## src/rtl/tl45_isa_pkg.sv

```systemverilog
// TL45 ISA constants, instruction field positions and the decoded-instruction
// record shared by the decode stage and anything that checks it.
package tl45_isa_pkg;

   localparam logic [4:0] OP_NOP = 5'd0;
   localparam logic [4:0] OP_ADD = 5'd1;
   localparam logic [4:0] OP_SUB = 5'd2;
   localparam logic [4:0] OP_AND = 5'd3;
   localparam logic [4:0] OP_OR  = 5'd4;
   localparam logic [4:0] OP_XOR = 5'd5;

   localparam int OPC_MSB = 31;
   localparam int OPC_LSB = 27;
   localparam int IMM_BIT = 26;
   localparam int DR_MSB  = 25;
   localparam int DR_LSB  = 22;
   localparam int SR1_MSB = 21;
   localparam int SR1_LSB = 18;
   localparam int SR2_MSB = 17;
   localparam int SR2_LSB = 14;
   localparam int IMM_MSB = 15;

   typedef struct packed {
      logic [4:0]  opcode;
      logic        use_imm;
      logic [3:0]  dr;
      logic [3:0]  sr1;
      logic [3:0]  sr2;
      logic [31:0] imm32;
      logic        illegal;
   } decoded_t;

   typedef enum logic {
      ST_EMPTY = 1'b0,
      ST_FULL  = 1'b1
   } dec_state_e;

   // Bitwise logic ops treat their immediate as an unsigned mask.
   function automatic logic is_zext_op(input logic [4:0] opcode);
      return (opcode == OP_AND) || (opcode == OP_OR) || (opcode == OP_XOR);
   endfunction

endpackage

```

## src/rtl/tl45_decode_if.sv

```systemverilog
// Prefetch-to-decode-to-register-read bus. The decode stage sits on the slave
// modport; whoever feeds it (prefetch or a bench) sits on the master modport.
//
// Handshake: an instruction word is offered whenever i_buf_inst != 0 (zero is
// a bubble). Decode accepts it at a clock edge unless o_pipe_stall is high, in
// which case the source must hold the same word. o_valid marks a decoded
// instruction; downstream takes it on any edge where i_next_stall is low.
interface tl45_decode_if;
   import tl45_isa_pkg::*;

   logic [31:0] i_buf_pc;
   logic [31:0] i_buf_inst;
   logic        i_flush;
   logic        i_next_stall;
   logic        o_pipe_stall;
   logic        o_valid;
   logic [31:0] o_pc;
   logic [4:0]  o_opcode;
   logic        o_use_imm;
   logic [3:0]  o_dr;
   logic [3:0]  o_sr1;
   logic [3:0]  o_sr2;
   logic [31:0] o_imm32;
   logic        o_illegal;
   dec_state_e  dbg_state;

   modport master (
      output i_buf_pc, i_buf_inst, i_flush, i_next_stall,
      input  o_pipe_stall, o_valid, o_pc, o_opcode, o_use_imm,
      input  o_dr, o_sr1, o_sr2, o_imm32, o_illegal, dbg_state
   );

   modport slave (
      input  i_buf_pc, i_buf_inst, i_flush, i_next_stall,
      output o_pipe_stall, o_valid, o_pc, o_opcode, o_use_imm,
      output o_dr, o_sr1, o_sr2, o_imm32, o_illegal, dbg_state
   );

endinterface

```

## src/rtl/tl45_decode_comb.sv

```systemverilog
// Pure combinational instruction cracker: field split, immediate extension and
// opcode legality. Holds no state so it can be bound directly into properties.
module tl45_decode_comb
   import tl45_isa_pkg::*;
#(
   parameter int unsigned NUM_OPCODES = 16
) (
   input  logic [31:0] inst,
   output decoded_t    dec
);

   logic [4:0] opcode;

   assign opcode = inst[OPC_MSB:OPC_LSB];

   always_comb begin
      dec         = '0;
      dec.opcode  = opcode;
      dec.use_imm = inst[IMM_BIT];
      dec.dr      = inst[DR_MSB:DR_LSB];
      dec.sr1     = inst[SR1_MSB:SR1_LSB];
      // sr2 overlaps the immediate bits, so it is meaningless in immediate form.
      dec.sr2     = inst[IMM_BIT] ? 4'd0 : inst[SR2_MSB:SR2_LSB];
      dec.imm32   = is_zext_op(opcode) ? {16'h0000, inst[IMM_MSB:0]}
                                       : {{16{inst[IMM_MSB]}}, inst[IMM_MSB:0]};
      dec.illegal = ({27'd0, opcode} >= NUM_OPCODES);
   end

endmodule

```

## src/rtl/tl45_decode.sv

```systemverilog
// TL45 decode stage: cracks the prefetch buffer word and holds the result in a
// stall-aware pipeline register; flush empties it and drops the current input.
module tl45_decode
   import tl45_isa_pkg::*;
#(
   parameter int unsigned NUM_OPCODES = 16
) (
   input  logic         i_clk,
   input  logic         i_reset,
   tl45_decode_if.slave bus
);

   dec_state_e  state_q, state_d;
   decoded_t    dec_q, dec_d;
   logic [31:0] pc_q, pc_d;
   decoded_t    dec_in;
   logic        in_valid;

   tl45_decode_comb #(.NUM_OPCODES(NUM_OPCODES)) u_comb (
      .inst (bus.i_buf_inst),
      .dec  (dec_in)
   );

   assign in_valid = (bus.i_buf_inst != 32'h0);

   always_comb begin
      state_d = state_q;
      dec_d   = dec_q;
      pc_d    = pc_q;
      if (bus.i_flush) begin
         state_d = ST_EMPTY;
         dec_d   = '0;
         pc_d    = '0;
      end else begin
         case (state_q)
            ST_EMPTY: begin
               if (in_valid) begin
                  state_d = ST_FULL;
                  dec_d   = dec_in;
                  pc_d    = bus.i_buf_pc;
               end
            end
            ST_FULL: begin
               if (!bus.i_next_stall) begin
                  if (in_valid) begin
                     dec_d = dec_in;
                     pc_d  = bus.i_buf_pc;
                  end else begin
                     state_d = ST_EMPTY;
                     dec_d   = '0;
                     pc_d    = '0;
                  end
               end
            end
            default: state_d = ST_EMPTY;
         endcase
      end
   end

   always_ff @(posedge i_clk or posedge i_reset) begin
      if (i_reset) begin
         state_q <= ST_EMPTY;
         dec_q   <= '0;
         pc_q    <= '0;
      end else begin
         state_q <= state_d;
         dec_q   <= dec_d;
         pc_q    <= pc_d;
      end
   end

   // A flush frees the register this edge, so prefetch must not be held.
   assign bus.o_pipe_stall = bus.o_valid && bus.i_next_stall && !bus.i_flush;

   assign bus.o_valid   = (state_q == ST_FULL);
   assign bus.o_pc      = pc_q;
   assign bus.o_opcode  = dec_q.opcode;
   assign bus.o_use_imm = dec_q.use_imm;
   assign bus.o_dr      = dec_q.dr;
   assign bus.o_sr1     = dec_q.sr1;
   assign bus.o_sr2     = dec_q.sr2;
   assign bus.o_imm32   = dec_q.imm32;
   assign bus.o_illegal = dec_q.illegal;
   assign bus.dbg_state = state_q;

endmodule

```

## src/flat_wrapper.sv

```systemverilog
// flat-port wrapper written by rule: the top's interface ports become plain ports
module tl45_decode_flat import tl45_isa_pkg::*;
#(
   parameter int unsigned NUM_OPCODES = 16
)
  (i_clk, i_reset, bus_i_buf_pc, bus_i_buf_inst, bus_i_flush, bus_i_next_stall, bus_o_pipe_stall, bus_o_valid, bus_o_pc, bus_o_opcode, bus_o_use_imm, bus_o_dr, bus_o_sr1, bus_o_sr2, bus_o_imm32, bus_o_illegal, bus_dbg_state);
  tl45_decode_if bus_i ();
  input  logic i_clk;
  input  logic i_reset;
  input wire logic [$bits(bus_i.i_buf_pc)-1:0] bus_i_buf_pc;
  input wire logic [$bits(bus_i.i_buf_inst)-1:0] bus_i_buf_inst;
  input wire logic [$bits(bus_i.i_flush)-1:0] bus_i_flush;
  input wire logic [$bits(bus_i.i_next_stall)-1:0] bus_i_next_stall;
  output wire logic [$bits(bus_i.o_pipe_stall)-1:0] bus_o_pipe_stall;
  output wire logic [$bits(bus_i.o_valid)-1:0] bus_o_valid;
  output wire logic [$bits(bus_i.o_pc)-1:0] bus_o_pc;
  output wire logic [$bits(bus_i.o_opcode)-1:0] bus_o_opcode;
  output wire logic [$bits(bus_i.o_use_imm)-1:0] bus_o_use_imm;
  output wire logic [$bits(bus_i.o_dr)-1:0] bus_o_dr;
  output wire logic [$bits(bus_i.o_sr1)-1:0] bus_o_sr1;
  output wire logic [$bits(bus_i.o_sr2)-1:0] bus_o_sr2;
  output wire logic [$bits(bus_i.o_imm32)-1:0] bus_o_imm32;
  output wire logic [$bits(bus_i.o_illegal)-1:0] bus_o_illegal;
  output wire logic [$bits(bus_i.dbg_state)-1:0] bus_dbg_state;
  assign bus_i.i_buf_pc = bus_i_buf_pc;
  assign bus_i.i_buf_inst = bus_i_buf_inst;
  assign bus_i.i_flush = bus_i_flush;
  assign bus_i.i_next_stall = bus_i_next_stall;
  assign bus_o_pipe_stall = bus_i.o_pipe_stall;
  assign bus_o_valid = bus_i.o_valid;
  assign bus_o_pc = bus_i.o_pc;
  assign bus_o_opcode = bus_i.o_opcode;
  assign bus_o_use_imm = bus_i.o_use_imm;
  assign bus_o_dr = bus_i.o_dr;
  assign bus_o_sr1 = bus_i.o_sr1;
  assign bus_o_sr2 = bus_i.o_sr2;
  assign bus_o_imm32 = bus_i.o_imm32;
  assign bus_o_illegal = bus_i.o_illegal;
  assign bus_dbg_state = bus_i.dbg_state;
  tl45_decode #(.NUM_OPCODES(NUM_OPCODES)) u_core (.i_clk(i_clk), .i_reset(i_reset), .bus(bus_i));
endmodule
```

## config.mk

```make
export PLATFORM = sky130hd
export DESIGN_NAME = tl45_decode_flat
export DESIGN_NICKNAME = d
export VERILOG_FILES = /design/src/rtl/tl45_isa_pkg.sv /design/src/rtl/tl45_decode_if.sv /design/src/rtl/tl45_decode_comb.sv /design/src/rtl/tl45_decode.sv /design/src/flat_wrapper.sv
export SDC_FILE = /design/constraint.sdc
export NUM_CORES = 1
export LEC_CHECK = 0
export CORE_ASPECT_RATIO = 1.5
export CORE_UTILIZATION = 41
export CTS_BUF_LIST = sky130_fd_sc_hd__clkbuf_16
export DETAILED_ROUTE_END_ITERATION = 6
export PLACE_DENSITY_LB_ADDON = 0.1
export SETUP_SLACK_MARGIN = 0.4
export SYNTH_ARGS = -nofsm -noshare
export SYNTH_HDL_FRONTEND = slang
export SYNTH_SLANG_ARGS = --single-unit
```

## constraint.sdc

```tcl
create_clock -name i_clk -period 7.3 [get_ports i_clk]
set_clock_uncertainty 0.05 [all_clocks]
set_input_delay 2.19 -clock i_clk [delete_from_list [all_inputs] [get_ports i_clk]]
set_output_delay 2.19 -clock i_clk [all_outputs]
set_load 0.01 [all_outputs]
```

* Yosys cells after proc, flatten, opt, wreduce, memory -nomap -nowiden
Index checks and enable logic that the tools add are counted.
Cells by class: bitwise gates (word level) 1, $lt $le $gt $ge 1, muxes and demuxes 16, equality and inequality tests 5, reductions and logical operators 7
Operators with widths (number):
- 51-bit two-way mux | 4
- 32-bit two-way mux | 5
- 51-bit one-hot mux with 2 select lines | 1
- 32-bit one-hot mux with 2 select lines | 1
- 32-bit nonzero test | 1
- 5-bit by 3-bit == test with 1-bit output, second input constant | 2
- 5-bit by 2-bit == test with 1-bit output, second input constant | 1
- 5-bit greater-or-equal comparator, second input constant | 1
- 4-bit two-way mux | 1
- 1-bit two-way mux | 3
- 3-bit by 2-bit inequality test with 1-bit output, second input constant | 1
- 3-bit inequality test, second input constant | 1
- 1-bit logical AND | 2
- 1-bit logical OR | 2
- 1-bit one-hot mux with 2 select lines | 1
- 2-bit AND reduction | 1
- 1-bit zero test | 1
- 1-bit inverter | 1
Word-level totals: output and inout bits 86, word-level logic and storage cells 39, bits in registers 84

* Logic depth before layout (Yosys ltp)
Gate-level depths: netlist (run 1).
word-level depth 8, depth in mapped cells 6

* Modules after synthesis
From an unflattened synthesis (run 1), not the netlist that was laid out.
Second synthesis, totals: cell total of the unflattened synthesis 257, area, all modules 3540.9 µm²
By module, submodules not included:
- tl45_decode | times used 1, cells each 203, seq. area each 2102.0 µm², area an instance 3138.0 µm²
- tl45_decode_comb | times used 1, cells each 54, seq. area each 0.0 µm², area an instance 402.9 µm²

* Worst setup path after synthesis (run 1)
OpenSTA, ideal clock, no wires.
path type input-to-output, start input bus_i_flush, end output bus_o_pipe_stall, setup slack 2.245 ns, stages 3, required time 5.060 ns, buffers on the path 1, data arrival time 2.815 ns, cell sequence clkbuf_1 > or2_0 > inv_1
Between the ends: cells in the longest elaborated chain, start to end 2
RTL lines:
- from (decl) | line flat_wrapper.sv:12 | input wire logic [$bits(bus_i.i_flush)-1:0] bus_i_flush;
- 1-bit zero test | line tl45_decode.sv:73 | assign bus.o_pipe_stall = bus.o_valid && bus.i_next_stall && !bus.i_flush;
- 1-bit logical AND | line tl45_decode.sv:73
- to (decl) | line flat_wrapper.sv:14 | output wire logic [$bits(bus_i.o_pipe_stall)-1:0] bus_o_pipe_stall;
Every way passes these cells.

* Worst setup path after layout (run 1)
Ends and elaborated chain as after synthesis.

==> flow_metrics.env, run 1 <==
export IMPL_status="finished, final reports clean"
export IMPL_clkTransAtPathRegs_ps=50
export IMPL_syn_num_nets=266
export IMPL_drc=0
export IMPL_fp_dieH_um=101
export IMPL_antenna_found_initial=0
export IMPL_cpPeakStageDelay_ps=570
export IMPL_finalSetupViolCount=0
export IMPL_row_count=35
export IMPL_multi_input_area_um2=783
export IMPL_fin_crit_sh_pct=84.5
export IMPL_place_area_um2=4160
export IMPL_syn_area_per_cell_um2=13.7
export IMPL_synth_cell_types=23
export IMPL_period_minus_slack_ps=6170
export IMPL_post_drt_wl_per_cell_um=17.5
export IMPL_synth_edf_count=0
export IMPL_numCtsBuffers=9
export IMPL_io_buffer_count=153
export IMPL_fillCellCount=473
export IMPL_path_max_fanout=8
export IMPL_synth_seq_area_share_pct=63.8
export IMPL_vdd_drop_max_mv=0.135
export IMPL_ff_latch_area_um2=1730
export IMPL_slew_viol_final=0
export IMPL_grt_met2_usage_pct=33.6
export IMPL_postCtsHoldBufs=0
export IMPL_die_w_um=68.3
export IMPL_p_clk_share_pct=44.5
export IMPL_cp_common_cell="clkdlybuf4s50_1"
export IMPL_timing_rr_start="u_core.bus.dbg_state"
export IMPL_setup_tns_ps=0
export IMPL_cts_tree="built"
export IMPL_async_reset_ff_share_pct=100
export IMPL_io_pins=154
export IMPL_fin_ws_ps=1130
export IMPL_clk_latency_ps=310
export IMPL_gr_max_usage_layer="met2"
export IMPL_vias=2201
export IMPL_diodes=0
export IMPL_synth_flop_cell="dfrtp_1"
export IMPL_firstDrtPassIters=4
export IMPL_grt_pass1_vias=2215
export IMPL_r2r_slack_ps=5330
export IMPL_maxSlewHeadroom_pct=21.4
export IMPL_cp_arrival_ps=3930
export IMPL_share_seq_of_total_power_pct=39.5
export IMPL_start_kind="input port"
export IMPL_drt_iter0_drc=125
export IMPL_ys_top_cells_by_count="dfrtp_1, a22o_1, buf_4"
export IMPL_grt_util_met3_pct=6.19
export IMPL_grt_max_degree=70
export IMPL_synth_top_area_cell="dfrtp_1"
export IMPL_tightest_slew_ps=1180
export IMPL_wl_um=7220
export IMPL_areaGrowthSynthToFinish_pct=65.9
export IMPL_finalHoldViolCount=0
export IMPL_syn_instance_count=198
export IMPL_power_leakage_uw=0.00205
export IMPL_cp_end_kind="primary output"
export IMPL_crit_family="buffers and inverters"
export IMPL_drive_gt1_share_pct=5.03
export IMPL_dp_slack_ps=1180
export IMPL_cp_cell_sequence="clkdlybuf4s50_1 -> or2_0 -> inv_1 -> clkdlybuf4s50_1"
export IMPL_clock_sinks=69
export IMPL_yosys_top_cells_area="dfrtp_1, a22o_1, buf_4"
export IMPL_grt_pass1_wl_um=10900
export IMPL_power_density_nw_per_um2=238
export IMPL_grtUsageMet1_pct=26.3
export IMPL_switchingPower_uw=230
export IMPL_start_util_pct=43.2
export IMPL_switching_share_pct=21.5
export IMPL_cts_path_max_buffers=2
export IMPL_ys_seq_elements=69
export IMPL_dieArea_um2=6930
export IMPL_postCtsSetupRepairBufs=0
export IMPL_stdcell_area_um2=4490
export IMPL_crit_start="bus_i_flush"
export IMPL_cp_depth=4
export IMPL_yosys_area_top_type_share_pct=63.8
export IMPL_fmax_mhz=162
export IMPL_r2r_end="u_core.bus.o_imm32[5]"
export IMPL_core_um2=6260
export IMPL_ys_warnings_count=0
export IMPL_drv_cap=0
export IMPL_gp_congestion=0.724
export IMPL_rsz0062_at_grt="false"
export IMPL_ant_nets=0
export IMPL_min_path_type="reg2reg"
export IMPL_p_int_uw=840
export IMPL_crit_path_end="bus_o_pipe_stall"
export IMPL_worstPathRequired_ps=5060
export IMPL_final_nets=401
export IMPL_vias_per_cell=5.34
export IMPL_cp_slowest_cell="clkdlybuf4s50_1"
export IMPL_cts_root_buf="clkbuf_16"
export IMPL_h_tree_depth=3
export IMPL_p_comb_share_pct=16.0
export IMPL_r2r_cells=5
export IMPL_dp_hpwl_um=4800
export IMPL_syn_cell_area_um2=2710
export IMPL_yosys_cell_count_top_type="dfrtp_1"
export IMPL_overflow=0
export IMPL_track_usage_pct=21.5
export IMPL_path_buf_inv=3
export IMPL_cts_resized=0
export IMPL_crit_type="in2out"
layer usage:
metal  part of all wire, %  vias to the layer above
li1                      -                     1010
met1                    40                     1071
met2                    50                      104
met3                   7.4                       16
met4                   2.5                        0
met5                     0                        -
worst min path at each step:
stage / to / from / depth (start not counted)
after floorplan: u_core.bus.o_sr2[0] / u_core.bus.o_sr2[0] / 1
after global placement: u_core.bus.o_sr2[2] / u_core.bus.o_sr2[2] / 1
after detailed placement: u_core.bus.o_imm32[15] / u_core.bus.o_imm32[15] / 1
after CTS: u_core.bus.o_imm32[15] / u_core.bus.o_imm32[15] / 1
after global routing: u_core.bus.o_imm32[15] / u_core.bus.o_imm32[15] / 1
final: u_core.bus.o_imm32[15] / u_core.bus.o_imm32[15] / 1
cell usage in the layout (no fill, tap or decap), types with 2 or more instances in the layout:
cell,instances
a21o_1,7
a22o_1,61
and3_1,4
buf_4,2
bufinv_16,3
clkbuf_16,9
clkdlybuf4s50_1,153
clkinv_1,3
dfrtp_1,69
inv_1,2
nand4_1,2
nor2_1,2
nor3b_1,2
nor4_1,8
cell families after synthesis:
kind of cell	count (synthesis)	share of synthesized area [%]
AO/OA/AOI/OAI	73	23.2
flip-flops	69	63.8
buffers and inverters	33	7.68
AND/OR/NAND/NOR	23	5.27
flip-flops by register name (all words and copies together) (netlist names):
| register | count |
|---|---|
| u_core.bus.o_imm32 | 17 |
| u_core.bus.o_opcode | 5 |
| u_core.bus.o_use_imm | 1 |
| u_core.bus.o_illegal | 1 |
| u_core.bus.o_pc | 32 |
| u_core.bus.dbg_state | 1 |
| u_core.bus.o_sr2 | 4 |
| u_core.bus.o_dr | 4 |
| u_core.bus.o_sr1 | 4 |
layout make-up:
| class | count | share of cell area, % |
|---|---|---|
| flip-flops and latches | 69 | 38.5 |
| repair buffers | 155 | 34.5 |
| multi-input cells | 96 | 17.5 |
| clock buffers | 9 | 5.02 |
| clock inverters | 7 | 2.34 |
| well taps | 74 | 2.06 |
| inverters | 2 | 0.167 |
power groups by stage:
stage / Sequential (uW) / Clock, uW / Combinational [uW]
2_1_floorplan: 440 / 0 / 55.2
3_3_place_gp: 428 / 0 / 170
3_5_place_dp: 429 / 0 / 172
4_1_cts: 423 / 483 / 173
5_1_grt: 426 / 501 / 183
6_report: 423 / 476 / 171
metrics by stage:
step	utilization, %	instances	total power [uW]	hold WS, ps
2_1_floorplan	-	198	495	468
3_3_place_gp	66.4	396	598	409
3_5_place_dp	66.4	396	600	415
4_1_cts	71.6	412	1080	427
5_1_grt	71.6	412	1110	458
6_report	71.6	412	1070	424
Note: power is estimated with default switching activity, not from simulation.
==> run 2, diff against run 1 <==
- CORE_UTILIZATION: 41 -> 34
- clock period: 7.3 -> 5.6 ns (I/O delays scaled with it)
==> run 2 against run 1 <==
  * Worst setup slack worse by 590 ps
  * Core utilization down 13 points
  * Cell count up 7.0%
  * Combinational power up 30%
  * Die area up 20%
  * Non-clock buffer count up 1
  * Global-route usage down 2.5 points
  * Final area down 0.67%
  * Routed wire length up 1.2%
  * Total power up 18%
  * Register-to-register slack worse by 1700 ps
  * Critical endpoint unchanged
  * Largest cell class unchanged
==> flow_metrics.env, run 2 (synthesis gave the netlist of run 1 again) <==
export IMPL_track_usage_pct=19.0
export IMPL_io_buffer_count=153
export IMPL_cp_slowest_cell="clkdlybuf4s50_1"
export IMPL_vias_per_cell=5.01
export IMPL_layout_commonest_cell="clkdlybuf4s50_1"
export IMPL_numCtsBuffers=9
export IMPL_vdd_drop_max_mv=0.138
export IMPL_drt_iter0_drc=102
export IMPL_grtUsageMet1_pct=23.3
export IMPL_p_int_uw=958
export IMPL_grt_met2_usage_pct=29.9
export IMPL_slew_viol_final=0
export IMPL_row_count=39
export IMPL_post_drt_wl_per_cell_um=16.6
export IMPL_gr_max_usage_layer="met2"
export IMPL_min_to="u_core.bus.o_imm32[14]"
export IMPL_mostFrequentLayoutCells="clkdlybuf4s50_1, dfrtp_1, a22o_1, clkbuf_16, nor4_1"
export IMPL_finalSetupViolCount=0
export IMPL_clkTransAtPathRegs_ps=50
export IMPL_whs_path_depth=1
export IMPL_grt_pass1_vias=2336
export IMPL_gp_congestion=0.738
export IMPL_start_util_pct=35.3
export IMPL_stdcell_area_um2=4460
export IMPL_cp_cell_sequence="clkdlybuf4s50_1 -> or2_0 -> buf_4 -> inv_1 -> clkdlybuf4s50_1"
export IMPL_maxSlewHeadroom_pct=20.4
export IMPL_fin_crit_sh_pct=90.4
export IMPL_p_comb_share_pct=17.7
export IMPL_power_leakage_uw=0.00201
export IMPL_clk_latency_ps=320
export IMPL_cp_end_kind="primary output"
export IMPL_drv_cap=0
export IMPL_h_tree_depth=3
export IMPL_r2r_slack_ps=3670
export IMPL_diodes=0
export IMPL_postCtsHoldBufs=0
export IMPL_grt_util_met3_pct=5.27
export IMPL_wl_um=7300
export IMPL_clock_sinks=69
export IMPL_period_minus_slack_ps=5060
export IMPL_timing_rr_start="u_core.bus.dbg_state"
export IMPL_dp_slack_ps=550
export IMPL_cts_resized=0
export IMPL_path_max_fanout=8
export IMPL_cp_common_cell="clkdlybuf4s50_1"
export IMPL_drc=0
export IMPL_firstDrtPassIters=4
export IMPL_hold_start="u_core.bus.o_imm32[14]"
export IMPL_dp_hpwl_um=4950
export IMPL_fp_dieH_um=111
export IMPL_rsz0062_at_grt="false"
export IMPL_overflow=0
export IMPL_die_w_um=74.8
export IMPL_finalHoldViolCount=0
export IMPL_crit_type="in2out"
export IMPL_dieArea_um2=8320
export IMPL_cts_root_buf="clkbuf_16"
export IMPL_cts_path_max_buffers=2
export IMPL_largest_reg_flops=32
export IMPL_ff_latch_area_um2=1730
export IMPL_antenna_found_initial=0
export IMPL_vias=2208
export IMPL_areaGrowthSynthToFinish_pct=64.8
export IMPL_worstPathRequired_ps=3870
export IMPL_cts_tree="built"
export IMPL_grt_max_degree=69
export IMPL_min_path_type="reg2reg"
export IMPL_grt_pass1_wl_um=11800
export IMPL_switchingPower_uw=299
export IMPL_fin_ws_ps=539
export IMPL_p_clk_share_pct=38.5
export IMPL_r2r_end="u_core.bus.o_dr[0]"
export IMPL_switching_share_pct=23.8
export IMPL_setup_tns_ps=0
export IMPL_fillCellCount=664
export IMPL_cpPeakStageDelay_ps=560
export IMPL_status="finished, final reports clean"
export IMPL_cp_arrival_ps=3330
export IMPL_core_um2=7660
export IMPL_start_kind="input port"
export IMPL_ant_nets=0
export IMPL_final_nets=402
export IMPL_r2r_cells=3
export IMPL_share_seq_of_total_power_pct=43.9
export IMPL_tightest_slew_ps=1190
export IMPL_multi_input_area_um2=783
export IMPL_drive_gt1_share_pct=5.31
export IMPL_power_density_nw_per_um2=282
export IMPL_place_area_um2=4200
export IMPL_power_total_uw=1260
export IMPL_postCtsSetupRepairBufs=0
export IMPL_io_pins=154
export IMPL_fmax_mhz=198
## run 2: power by group through the flow
stage / clock [uW] / sequential [uW] / combinational [uW]
2_1_floorplan: 0 / 574 / 71.9
3_3_place_gp: 0 / 559 / 224
3_5_place_dp: 0 / 559 / 225
4_1_cts: 499 / 552 / 226
5_1_grt: 524 / 556 / 240
6_report: 484 / 551 / 222
## run 2: stage by stage
step,utilization (%),instances,hold WS (ps)
floorplan,-,198,468
global placement,54.8,425,410
detailed placement,54.8,425,415
CTS,58.2,441,427
global route,58.2,441,450
finish,58.2,441,424
## run 2: worst max path at each step
stage,start,endpoint,slack (ps)
2_1_floorplan,bus_i_flush,bus_o_pipe_stall,1570
3_3_place_gp,bus_i_flush,bus_o_pipe_stall,580
3_5_place_dp,bus_i_flush,bus_o_pipe_stall,550
4_1_cts,bus_i_flush,bus_o_pipe_stall,540
5_1_grt,bus_i_flush,bus_o_pipe_stall,420
6_report,bus_i_flush,bus_o_pipe_stall,540
## run 2: worst max-delay path: cells and delay by family
| kind | cells | cell delay (ps) |
|---|---|---|
| AND/OR/NAND/NOR | 1 | 280 |
| buffers and inverters | 4 | 1370 |
## run 2: cell type report
class,instances,share of cell area (%)
clock buffers,9,5.05
clock inverters,7,0.730
inverters,2,0.168
multi-input cells,96,17.6
flip-flops and latches,69,38.7
well taps,102,2.86
repair buffers,156,34.9
## run 2: metal layers
metal  routed length [um]  vias up
met3                  569       17
met4                  199        0
met5                    0        -
met2                 3550      128
met1                 2980     1055
li1                     -     1008
